--- src/rtl/mem_arbiter.sv ---
// mem_arbiter: arbitrates a fetch-stage and a memory-stage request onto one
// shared single-port memory. Data requests win over instruction requests when
// both are pending in IDLE. Each access waits for mem_ready, or is aborted
// after TIMEOUT access cycles, which sets the sticky bus_err flag.
//
// Ports:
//   clk, rst                 clock, synchronous active-high reset
//   inst_req/inst_addr       fetch request (held until inst_valid)
//   data_req/data_wr/
//   data_addr/data_wdata     memory-stage request (held until data_valid)
//   mem_rdata/mem_ready      memory read data and completion strobe
//   mem_req/mem_wr/
//   mem_addr/mem_wdata       memory request towards the shared memory
//   inst_rdata/data_rdata    registered read results
//   inst_valid/data_valid    one-cycle completion pulses
//   stall_if/stall_mem       pipeline stall requests
//   bus_err                  sticky timeout flag
module mem_arbiter #(
  parameter int unsigned TIMEOUT = 16
) (
  input  logic        clk,
  input  logic        rst,
  input  logic        inst_req,
  input  logic [31:0] inst_addr,
  input  logic        data_req,
  input  logic        data_wr,
  input  logic [31:0] data_addr,
  input  logic [31:0] data_wdata,
  input  logic [31:0] mem_rdata,
  input  logic        mem_ready,
  output logic        mem_req,
  output logic        mem_wr,
  output logic [31:0] mem_addr,
  output logic [31:0] mem_wdata,
  output logic [31:0] inst_rdata,
  output logic [31:0] data_rdata,
  output logic        inst_valid,
  output logic        data_valid,
  output logic        stall_if,
  output logic        stall_mem,
  output logic        bus_err
);

  typedef enum logic [1:0] {IDLE, IACC, DACC, DONE} state_e;

  localparam logic [4:0] WAIT_LAST = 5'(TIMEOUT - 1);

  state_e      state_q;
  logic [4:0]  wait_q;
  logic        mem_req_q;
  logic        mem_wr_q;
  logic [31:0] addr_q;
  logic [31:0] wdata_q;
  logic [31:0] inst_rdata_q;
  logic [31:0] data_rdata_q;
  logic        inst_valid_q;
  logic        data_valid_q;
  logic        bus_err_q;

  always_ff @(posedge clk) begin
    if (rst) begin
      state_q      <= IDLE;
      wait_q       <= '0;
      mem_req_q    <= 1'b0;
      mem_wr_q     <= 1'b0;
      addr_q       <= '0;
      wdata_q      <= '0;
      inst_rdata_q <= '0;
      data_rdata_q <= '0;
      inst_valid_q <= 1'b0;
      data_valid_q <= 1'b0;
      bus_err_q    <= 1'b0;
    end else begin
      inst_valid_q <= 1'b0;
      data_valid_q <= 1'b0;
      case (state_q)
        IDLE: begin
          if (data_req) begin
            addr_q    <= data_addr;
            wdata_q   <= data_wdata;
            mem_wr_q  <= data_wr;
            mem_req_q <= 1'b1;
            wait_q    <= '0;
            state_q   <= DACC;
          end else if (inst_req) begin
            addr_q    <= inst_addr;
            mem_wr_q  <= 1'b0;
            mem_req_q <= 1'b1;
            wait_q    <= '0;
            state_q   <= IACC;
          end
        end
        IACC, DACC: begin
          // Completion and timeout share the exit path; mem_wr_q still holds
          // the read/write kind of the access here, it is cleared on exit.
          if (mem_ready || wait_q == WAIT_LAST) begin
            if (!mem_ready) begin
              bus_err_q <= 1'b1;
            end
            if (state_q == IACC) begin
              inst_rdata_q <= mem_ready ? mem_rdata : '0;
              inst_valid_q <= 1'b1;
            end else begin
              if (!mem_wr_q) begin
                data_rdata_q <= mem_ready ? mem_rdata : '0;
              end
              data_valid_q <= 1'b1;
            end
            mem_req_q <= 1'b0;
            mem_wr_q  <= 1'b0;
            state_q   <= DONE;
          end else begin
            wait_q <= wait_q + 5'd1;
          end
        end
        DONE: begin
          state_q <= IDLE;
        end
        default: begin
          state_q <= IDLE;
        end
      endcase
    end
  end

  assign mem_req    = mem_req_q;
  assign mem_wr     = mem_wr_q;
  assign mem_addr   = addr_q;
  assign mem_wdata  = wdata_q;
  assign inst_rdata = inst_rdata_q;
  assign data_rdata = data_rdata_q;
  assign inst_valid = inst_valid_q;
  assign data_valid = data_valid_q;
  assign bus_err    = bus_err_q;
  assign stall_if   = inst_req & ~inst_valid_q;
  assign stall_mem  = data_req & ~data_valid_q;

endmodule

--- config.mk ---
export PLATFORM = sky130hd
export DESIGN_NAME = mem_arbiter
export DESIGN_NICKNAME = d
export VERILOG_FILES = /design/src/rtl/mem_arbiter.sv
export SDC_FILE = /design/constraint.sdc
export NUM_CORES = 1
export LEC_CHECK = 0
export CAP_MARGIN = 10
export CORE_UTILIZATION = 40
export CTS_CLUSTER_DIAMETER = 120
export DETAILED_ROUTE_END_ITERATION = 8
export PLACE_DENSITY = 0.74
export SLEW_MARGIN = 30
export SYNTH_ARGS = -nofsm -noshare
export SYNTH_HDL_FRONTEND = slang
export SYNTH_SLANG_ARGS = --single-unit
--- constraint.sdc ---
create_clock -name clk -period 2.65 [get_ports clk]
set_input_delay 0.53 -clock clk [delete_from_list [all_inputs] [get_ports clk]]
set_output_delay 0.53 -clock clk [all_outputs]
set_load 0.005 [all_outputs]
## Word level (Yosys, flattened, before mapping)

Index checks and enable logic that the tools add are counted.

- Flip-flop bits (word level): 140
- Latch bits: 0
- Memory bits (writable): 0
- ROM bits: 0
- Input port bits: 134
- Output and inout port bits: 135
- Word-level logic and storage cells: 62
- Memories: 0

- Add/subtract/negate cells: 1
- Multiply operators: 0
- Div/mod/pow operators: 0
- Order comparisons: 0
- Equality and inequality tests: 7
- Shifts and indexed selects: 0
- Mux-type cells: 20
- Bitwise gates (word level): 9
- Reductions and logical operators: 14

Operators with widths:

| operator | number |
|---|---|
| $mux W32 | 3 |
| $mux W5 | 3 |
| $reduce_and A3 Y1 | 4 |
| $pmux W5 S2 | 1 |
| $mux W1 | 7 |
| $not A1 Y1 | 7 |
| $mux W2 | 3 |
| $pmux W2 S3 | 1 |
| $reduce_and A2 Y1 | 3 |
| $add A5 B1 Y5 const B | 1 |
| $eq A5 B4 Y1 const B | 1 |
| $eq A2 B2 Y1 const B | 2 |
| $ne A2 B2 Y1 const B | 2 |
| $pmux W1 S2 | 2 |
| $reduce_and A4 Y1 | 1 |
| $reduce_bool A2 Y1 | 2 |
| $ne A3 B3 Y1 const B | 1 |
| $reduce_or A3 Y1 | 1 |
| $and A1 B1 Y1 | 2 |
| $eq A2 B1 Y1 const B | 1 |
| $logic_not A2 Y1 | 1 |
| $reduce_or A2 Y1 | 1 |
| $logic_or A1 B1 Y1 | 1 |

## Logic depth before layout (Yosys ltp)

- Depth after elaboration: 4
- Mapped depth: 8
- Depth with buffers taken out: 6

## Worst setup path after synthesis

No wires, ideal clock.

- Path kind: reg-to-reg
- Start: register wait_q[0]
- End: register wait_q[3]
- Library setup time: 0.074 ns
- Arrival: 1.926 ns
- Data required time: 2.576 ns
- Setup slack: 0.650 ns
- Cell stages (with the launch flop): 7
- Buffers on the path: 0
- Cell sequence: dfxtp_1 ha_1 and3_1 ha_1 or3b_4 or4_1 a31oi_1

- Longest elaborated chain between the ends: 4

Ends and longest elaborated chain:

| element | RTL line | RTL |
|---|---|---|
| start, declared | 49 | `logic [4:0] wait_q;` |
| start signal, assigned | 113 | `wait_q <= wait_q + 5'd1;` |
| branches (longest 4 deep; another with $add A5 B1 Y5) | - |  |

Parallel ways; which one is timed is not known. The select of a mux whose other input is x is not followed.
A chain may end at the register's enable or synchronous reset.

## Worst setup path after layout

- Start: input inst_req
- End: output stall_if

- Longest elaborated chain between the ends: 1

Ends and longest elaborated chain:

| element | RTL line | RTL |
|---|---|---|
| start, declared | 23 | `input logic inst_req,` |
| $and A1 B1 Y1 | 135 | `assign stall_if = inst_req & ~inst_valid_q;` |
| end, declared | 39 | `output logic stall_if,` |

Every way passes these cells.

==> impl_results.md <==
* Wire per inst at 16.31 µm
* Drt total wl at 17560 µm
* Post-Synthesis Cells at 656
* Fin util at 65.81%
* Max Clock Freq at 0.4403 GHz
* Most common cell on crit path: clkdlybuf4s50_1
* CTS Root Buffer Type: clkbuf_16
* Max-Cap Viols at 0
* Initial antenna violation count at 0
* Vias per Instance at 5.448
* Slew @ Worst Pin at 619.5 ps
* Num CTS Buffers at 17
* Layout Skew at 8.740 ps
* CTS clock-pin slew for the worst setup and hold paths at 60 ps
* Layout net count at 1024
* CP Max Fanout at 4
* Most frequent cells in the layout: 265 x clkdlybuf4s50_1, 139 x dfxtp_1, 97 x nand2_1, 71 x a21oi_1, 67 x nand3_1
* Min Tclk post-route at 2271 ps
* Setup TNS at 0 ps
* Clk Latency, worst-skew pair at 420 ps
* Mapped Area at 5738 µm²
* Max Slew Vio Count at 0
* Hold buffers post-CTS at 0
* Global placement routability congestion at 0.7607
* H-tree depth at 4
* DIE HEIGHT at 121.8 µm
* First-pass GRT wire length at 27330 µm
* Setup bufs post-CTS at 0
* Largest net degree at the start of global routing at 67
* Core Box Area at 13930 µm²
* Antenna diodes at 0
* DR vias at 5868
* Fin cells at 1077
* CP max-delay cell: clkdlybuf4s50_1
* Peak VDD IR at 0.0004690 V
* PwrDens at 847.9 nW/µm²
* RSZ-0062 raised after global routing: false
* Post-DP HPWL at 12420 µm
* Post-Syn Area per Cell at 8.747 µm²
* Req. time, crit path at 2120 ps
* WS Path Type: in -> out
* Outcome: finished, final reports clean
* Total track usage at 23.50%
* CP Data Arrival Time at 1740 ps
* IO Pins at 269
* Initial Utilization at 41.18%
* Leak pwr at 0.003285 µW
* Relative slew slack at 58.70%
* Final Hold Vio Count at 0
* Vias in the first global route at 5444
* Synth unique cells at 35
* Antenna Violating Nets Remaining at 0
* Remaining DRCs at 0
* Final period util at 85.71%
* IO Port Bufs at 268
* CTS tree: done
* Area Overhead vs Synth at 59.81%
* Count of state elements after synthesis at 140
* CTS Sinks at 140
* Tightest Hold Check Type: reg -> reg
* Row cnt at 43
* Startpoint Class: primary input
* Total congestion overflow at 0
* Buf/Inv on CP at 2
* Worst Setup End Kind: primary output
* Placed Instances at 1046
* Die Area at 14830 µm²
* Delay-heaviest family, CP: buffers and inverters
* Final setup violation count at 0
* DRT iter0 DRCs at 309
* Net Count, Synth at 795
* Most common cell after layout, fill and taps aside: clkdlybuf4s50_1
* DR pass1 iterations at 5
* Die width at 121.8 µm
* Layout cells sized above 1 at 6.243%
* Post-synthesis sequential area ratio at 48.84%
* Crit-path cells: clkdlybuf4s50_1 -> nor2b_1 -> clkdlybuf4s50_1
* Clock buffer depth at 2
* FILL cells at 1105
* Cts repair resizes at 0
* Warnings from Yosys at 0
* Max incr delay on CP at 560 ps
path summary, 6_finish.rpt:
check,from,slack [ps],depth (start not counted),to
setup / recovery,inst_req,380,3,stall_if
hold / removal,mem_wdata[30]$_SDFFE_PP0P_,450,2,mem_wdata[30]$_SDFFE_PP0P_
setup reg to reg,wait_q[0]$_SDFFE_PP0P_,440,7,inst_rdata[31]$_SDFFE_PP0P_
hold reg to reg,mem_wdata[30]$_SDFFE_PP0P_,450,2,mem_wdata[30]$_SDFFE_PP0P_
area by class of cell:
class                      count  area, µm²  share of cell area (%)
timing repair buffer         282       2813                   30.67
sequential                   140       2804                   30.58
multi-input combinational    438       2639                   28.78
clock buffer                  21      480.5                   5.239
tap                          180      225.2                   2.456
clock inverter                10      186.4                   2.033
inverter                       6      22.52                  0.2456
logic make-up after synthesis:
logic type	Yosys count	synth area share, %
and+or+nand+nor	218	16.79
DFF	140	48.84
buffers and inverters	78	5.429
muxes	32	5.582
AOI/OAI and AO/OA	183	22.26
adders and majority gates	5	1.090
synth_stat cells:
cell,number,share of area (%)
a2111oi_0,2,0.31
a211oi_1,33,4.3
a21oi_1,71,6.2
a31oi_1,2,0.22
and2_1,1,0.11
and3_1,1,0.11
buf_1,9,0.59
buf_2,9,0.78
buf_6,1,0.20
clkbuf_1,53,3.5
dfxtp_1,140,49
ha_1,5,1.1
inv_1,5,0.33
inv_2,1,0.065
mux2i_1,32,5.6
nand2_1,97,6.3
nand2b_1,1,0.11
nand3_1,67,5.8
nand3b_1,1,0.13
nand4b_1,1,0.15
nor2_1,36,2.4
nor2b_1,3,0.33
nor3_1,4,0.35
nor3b_1,1,0.13
nor3b_2,1,0.22
o211a_1,1,0.17
o211ai_1,1,0.13
o21a_1,2,0.26
o21ai_0,1,0.087
o311ai_0,32,4.9
o31ai_1,5,0.65
o41ai_1,33,5.0
or3b_2,1,0.15
or3b_4,1,0.20
or4_1,2,0.26
worst min-delay path, stage by stage, from the launching register on:
cell	delay (ps)
dfxtp_1	300
nand2_1	50
a21oi_1	50
per-stage QoR:
step / total power (µW) / hold WS, ps / cell area (µm²) / worst slack [ps]
CTS: 7830 / 454.7 / 9170 / 377.5
detailed placement: 5170 / 446.7 / 8503 / 382.2
global placement: 5082 / 440.3 / 8503 / 380.1
finish: 7776 / 453.8 / 9170 / 378.7
global route: 8208 / 473.0 / 9170 / 273.7
floorplan: 3928 / 452.7 / 5738 / 649.5
flip-flops by register name, indices dropped and copies added (netlist names):
register	count
mem_wr	1
inst_valid	1
data_rdata	32
data_valid	1
wait_q	5
mem_wdata	32
mem_addr	32
state_q	2
inst_rdata	32
bus_err	1
mem_req	1
metal layers:
layer	track usage, %	routed length (µm)
met4	9.028	369
met3	7.163	1142
met5	0	0
met1	27.58	7239
met2	39.90	8811
power by group:
part           internal (µW)  total [µW]  switching, µW
combinational           1190        2500           1310
sequential              2460        2640            179
clock                   1760        2640            874
total                   5410        7780           2360
(Power assumes the default switching activity.)
